===== src/rtl/instr_fetch_queue.sv =====
// instr_fetch_queue: RV32I instruction fetch stage.
// Issues sequential word-aligned fetches over a request/grant bus that answers
// in order with variable latency. Returned words and their PCs are buffered in
// a small FIFO, which is drained by the decoder under valid/ready. A redirect
// restarts fetch, flushes the FIFO and drops every response still in flight.
// Optional feature macro: IFETCH_BYPASS_EN. When defined, a kept response that
// finds the FIFO empty is presented to the decoder in the same cycle.

module instr_fetch_queue #(
    parameter logic [31:0] RESET_PC        = 32'h0000_0000,
    parameter int          DEPTH           = 4,
    parameter int          MAX_OUTSTANDING = 2
) (
    input  logic        clk_i,
    input  logic        rst_i,
    input  logic        redirect_i,
    input  logic [31:0] redirect_pc_i,
    output logic        imem_req_o,
    output logic [31:0] imem_addr_o,
    input  logic        imem_gnt_i,
    input  logic        imem_rvalid_i,
    input  logic [31:0] imem_rdata_i,
    output logic        instr_valid_o,
    output logic [31:0] instr_o,
    output logic [31:0] pc_o,
    input  logic        instr_ready_i
);

    localparam int AW = $clog2(DEPTH);
    localparam int OW = $clog2(MAX_OUTSTANDING + 1);

    // Fetch and response bookkeeping.
    logic [31:0]   fetch_pc;
    logic [31:0]   resp_pc;
    logic [OW-1:0] outstanding;
    logic [OW-1:0] discard_cnt;

    // FIFO storage; pointers carry one extra wrap bit to tell full from empty.
    logic [31:0]   instr_mem [DEPTH];
    logic [31:0]   pc_mem    [DEPTH];
    logic [AW:0]   wr_ptr;
    logic [AW:0]   rd_ptr;

    logic [AW:0]   occupancy;
    logic [OW-1:0] live;
    logic          empty;
    logic [31:0]   redirect_pc_aligned;
    logic          gnt;
    logic          rsp;
    logic          keep;
    logic          bypass;
    logic          push;
    logic          pop;
    logic          unused_pc_bits;

    assign redirect_pc_aligned = {redirect_pc_i[31:2], 2'b00};
    assign unused_pc_bits      = ^redirect_pc_i[1:0];

    assign occupancy = wr_ptr - rd_ptr;
    assign live      = outstanding - discard_cnt;
    assign empty     = (wr_ptr == rd_ptr);

    // Credit rule: a request goes out only if every live response already has a
    // reserved FIFO slot, so a kept response can never find the FIFO full.
    assign imem_req_o  = !rst_i && !redirect_i
                       && (int'(outstanding) < MAX_OUTSTANDING)
                       && (int'(occupancy) + int'(live) < DEPTH);
    assign imem_addr_o = fetch_pc;

    // Handshake decode, optional bypass and decoder-facing outputs.
    always_comb begin
        // NOTE: every output of this block gets a default first, so no path
        // leaves a signal unassigned and no latch is inferred.
        gnt     = imem_req_o && imem_gnt_i;
        // A response with nothing in flight is a bus error and is ignored.
        rsp     = imem_rvalid_i && (outstanding != '0);
        keep    = rsp && (discard_cnt == '0);
`ifdef IFETCH_BYPASS_EN
        bypass  = keep && empty && !redirect_i;
`else
        bypass  = 1'b0;
`endif
        pop     = !empty && instr_ready_i;
        // A bypassed word that the decoder takes at once never enters the FIFO.
        push    = keep && !(bypass && instr_ready_i);

        instr_valid_o = !rst_i && (!empty || bypass);
        instr_o       = '0;
        pc_o          = '0;
        if (!rst_i) begin
            if (!empty) begin
                instr_o = instr_mem[rd_ptr[AW-1:0]];
                pc_o    = pc_mem[rd_ptr[AW-1:0]];
            end else if (bypass) begin
                instr_o = imem_rdata_i;
                pc_o    = resp_pc;
            end
        end
    end

    // Control state: PCs, in-flight accounting and FIFO pointers.
    always_ff @(posedge clk_i) begin
        // NOTE: state registers use non-blocking assignments so every flop
        // samples the pre-edge value regardless of statement order.
        if (rst_i) begin
            fetch_pc    <= RESET_PC;
            resp_pc     <= RESET_PC;
            outstanding <= '0;
            discard_cnt <= '0;
            wr_ptr      <= '0;
            rd_ptr      <= '0;
        end else if (redirect_i) begin
            // Redirect overrides everything else this cycle; no grant can
            // happen because the request is withdrawn.
            fetch_pc    <= redirect_pc_aligned;
            resp_pc     <= redirect_pc_aligned;
            outstanding <= outstanding - OW'(rsp);
            discard_cnt <= outstanding - OW'(rsp);
            wr_ptr      <= '0;
            rd_ptr      <= '0;
        end else begin
            if (gnt) begin
                fetch_pc <= fetch_pc + 32'd4;
            end

            case ({gnt, rsp})
                2'b10:   outstanding <= outstanding + OW'(1);
                2'b01:   outstanding <= outstanding - OW'(1);
                default: outstanding <= outstanding;
            endcase

            if (rsp) begin
                if (discard_cnt != '0) begin
                    discard_cnt <= discard_cnt - OW'(1);
                end else begin
                    resp_pc <= resp_pc + 32'd4;
                end
            end

            if (push) begin
                wr_ptr <= wr_ptr + 1'b1;
            end
            if (pop) begin
                rd_ptr <= rd_ptr + 1'b1;
            end
        end
    end

    // FIFO payload write; entries are only read while the pointers say valid.
    always_ff @(posedge clk_i) begin
        // NOTE: the storage array has no reset; the pointers alone define
        // which entries hold meaningful data.
        if (!rst_i && !redirect_i && push) begin
            instr_mem[wr_ptr[AW-1:0]] <= imem_rdata_i;
            pc_mem[wr_ptr[AW-1:0]]    <= resp_pc;
        end
    end

endmodule


===== config.mk =====
export PLATFORM = sky130hd
export DESIGN_NAME = instr_fetch_queue
export DESIGN_NICKNAME = d
export VERILOG_FILES = /design/src/rtl/instr_fetch_queue.sv
export SDC_FILE = /design/constraint.sdc
export NUM_CORES = 1
export LEC_CHECK = 0
export BUFFER_PORTS_ARGS = -buffer_cell sky130_fd_sc_hd__buf_2
export CAP_MARGIN = 5
export CELL_PAD_IN_SITES_DETAIL_PLACEMENT = 1
export CELL_PAD_IN_SITES_GLOBAL_PLACEMENT = 2
export CORE_MARGIN = 1
export CORE_UTILIZATION = 45
export DETAILED_ROUTE_END_ITERATION = 12
export PLACE_DENSITY = 0.83
export RECOVER_POWER = 100
export SLEW_MARGIN = 10
export SYNTH_ARGS = -nofsm -noshare
export SYNTH_HDL_FRONTEND = slang
export SYNTH_SLANG_ARGS = --single-unit
export TNS_END_PERCENT = 100

===== constraint.sdc =====
create_clock -name clk_i -period 8.2 [get_ports clk_i]
set_clock_uncertainty 0.15 [all_clocks]
set_input_delay 1.64 -clock clk_i [delete_from_list [all_inputs] [get_ports clk_i]]
set_output_delay 1.64 -clock clk_i [all_outputs]
set_load 0.05 [all_outputs]

==> flow_summary_export.csv <==
group,metric,value,unit
worst_setup_path,cp_common_cell,"clkbuf_1",
worst_setup_path,crit_chain,"buf_2, clkbuf_1, nor2_1, and3_2, clkbuf_1",
global_routing,grtUsageTotal,0.199,
final_layout,drive_gt1_frac,0.149,
run_status,violations,"max-capacitance violations, max-slew violations",
floorplan,coreArea,29000,um2
timing,tightest_slew,3970,ps
clock_network,path_clk_slew,60,ps
clock_network,cts_resized,0,
worst_setup_path,cpMaxStageDelayCell,"clkbuf_1",
global_routing,grt_pass1_vias,8274,
global_routing,overflow,0,
floorplan,rows,62,
logic_synthesis,synthDistinctLibCells,54,
worst_setup_path,crit_family,"buffers and inverters",
clock_network,htree_levels,2,
power_and_ir_drop,ir_drop,0.123,mV
floorplan,start_util,0.462,
logic_synthesis,netlist.area_leader.share,0.555,
clock_network,clock_path_buffers,3,
placement,dp_hpwl,18700,um
final_layout,diodes,0,
power_and_ir_drop,p_per_area,220,nW/um2
final_layout,area_delta_synth_final,14.7,%
logic_synthesis,synth.avg_cell_area,15.3,um2
logic_synthesis,synth-async-reset-ratio,0,
worst_setup_path,worstSetupPathType,"in2reg",
final_layout,final_common_cell,"edfxtp_1",
clock_network,holdBufCountCts,0,
worst_setup_path,start_kind,"input pin",
placement,placed_area,14600,um2
floorplan,die_x,175,um
timing,period_share,0.734,
logic_synthesis,yosysWarnings,0,
final_layout,fin_area,15400,um2
final_layout,nets,1121,
timing,fmax,166,MHz
drt,drtIter0Drc,479,
clock_network,cts_buffers,34,
clock_network,clk_latency,490,ps
drt,routed_via_density,5.49,
final_layout,final_cell_mix,"248 x edfxtp_1, 140 x clkbuf_1, 70 x dfxtp_1",
worst_setup_path,end_kind,"register",
drt,post_drt_wl_per_cell,20.6,um
timing,finalHoldViolCount,0,
timing,maxSlewHeadroom,-1.65,
logic_synthesis,synthTopCellsByArea,"edfxtp_1 56%, dfxtp_1 11%, mux4_2 10%",
timing,fin_tns_setup,0,ps
power_and_ir_drop,p_leak,4.88,nW
global_routing,grt_max_degree,63,
logic_synthesis,synthFlopType,"edfxtp_1",
job,cap_viol_max_count,7,
placement,port_buffers,161,
drt,first_pass_iters,4,
logic_synthesis,ys_seq_area_frac,0.663,
clock_network,cts.sinks,320,
timing,drv_slew,363,
floorplan,dieArea,30500,um2
logic_synthesis,syn_inst,879,
drt,drc,0,
timing,min_period,6020,ps
worst_setup_path,cp_max_fo,62,
timing,rsz0062_at_grt,"no",
clock_network,cts_tree,"built",
clock_network,cts_setup_buffers,0,
worst_setup_path,crit_buf_inv,3,
clock_network,cts-root-buf,"clkbuf_16",
placement,globalplace.congestion,0.778,
worst_setup_path,worstPathArrival,5870,ps
drt,ant_nets,0,
logic_synthesis,synth_edf_count,248,
run_status,status,"complete, but fails checks",
timing,setup_violations,0,
global_routing,grt_pass1_wl,47000,um
drt,wl,29700,um
drt,vias,7904,
global_routing,grt_antenna_before_repair,0,
worst_setup_path,required,8050,ps
floorplan,io_pins,168,
worst_setup_path,max_stage_delay,2790,ps
logic_synthesis,ys_seq_elements,320,
logic_synthesis,synth_top_cell_by_area,"edfxtp_1",
floorplan,die_h,175,um
logic_synthesis,synth_area,13400,um2
hold_path,hold_class,"reg2reg",
worst_setup_path,reg2reg_slack,3350,ps
[path summary, 6_finish.rpt]
kind | start | end | depth (start not counted)
max reg2reg | discard_cnt[0] | instr_mem[3][11] | 5
min | wr_ptr[0] | wr_ptr[0] | 2
min reg2reg | wr_ptr[0] | wr_ptr[0] | 2
max | redirect_i | instr_mem[3][11] | 5
[cell type report]
type / count / area, um2
fillers: 2870 / 13600
flip-flops and latches: 320 / 8890
multi-input cells: 497 / 4250
clock buffers: 44 / 913
repair buffers: 172 / 706
well taps: 384 / 480
clock inverters: 10 / 96.3
inverters: 12 / 45.0
[logic make-up (layout without fill, tap and decap cells)]
family,after synthesis,in the layout,share of synthesized area
buffers and inverters,65,238,0.0209
XOR/XNOR,46,46,0.0312
adder cells (fa/ha/maj),14,14,0.0136
AND/OR/NAND/NOR,257,257,0.108
AO/OA/AOI/OAI,109,109,0.0550
flip-flops,320,320,0.663
other,1,4,0.000280
multiplexers,67,67,0.108
[report_power, final]
group,leakage (nW),switching (mW),internal (mW)
Sequential,2.84,0.0371,1.77
Clock,0.491,0.576,0.842
Combinational,1.54,0.108,0.0461
Total,4.88,0.721,2.66
[metrics by stage]
stage / cells / hold WS (ps) / util / total power [mW] / setup WS (ps)
detailed placement: 1385 / 347 / 0.502 / 2.00 / 3190
floorplan: 882 / 316 / - / 1.94 / 3400
global placement: 1385 / 336 / 0.502 / 2.00 / 3240
finish: 1439 / 361 / 0.530 / 3.38 / 2180
global route: 1439 / 394 / 0.530 / 3.49 / 1800
CTS: 1439 / 361 / 0.537 / 3.43 / 3190
[registers in the layout, indices dropped and copies added, names as in the netlist, named ones only]
signal,flops
wr_ptr,3
imem_addr_o,30
instr_mem,128
discard_cnt,2
pc_mem,120
rd_ptr,3
resp_pc,30
outstanding,2
[layer usage]
layer | wire length [um] | vias up | track usage
met3 | 1490 | 36 | 0.0311
li1 | - | 3691 | -
met1 | 13800 | 3964 | 0.285
met5 | 0 | - | 0
met4 | 451 | 0 | 0.0471
met2 | 13900 | 213 | 0.321
[cells in the mapped netlist, types with 2 or more instances]
cell type	n
a2111oi_0	2
a211oi_1	13
a21boi_0	20
a21oi_1	15
a22oi_1	2
a31oi_1	21
and2_0	2
and2_1	3
and3_1	18
and4_1	13
buf_1	7
buf_2	8
buf_4	5
clkbuf_1	32
dfxtp_1	72
edfxtp_1	248
ha_1	13
inv_1	11
mux2_2	3
mux2i_1	2
mux4_2	62
nand2_1	51
nand3_1	18
nand3b_1	3
nand4_1	25
nand4b_1	2
nor2_1	34
nor2b_1	63
nor3_1	2
nor4_2	3
o211ai_1	7
o21a_1	11
o21ai_0	12
or2_2	3
or3_1	9
or4_1	3
xnor2_1	13
xor2_1	32
[tightest hold or removal path, stage by stage (launching register included)]
cell and delay [ps]:
dfxtp_1 340, nand2_1 70, a21oi_1 50
Power figures use the tool's default switching activity.
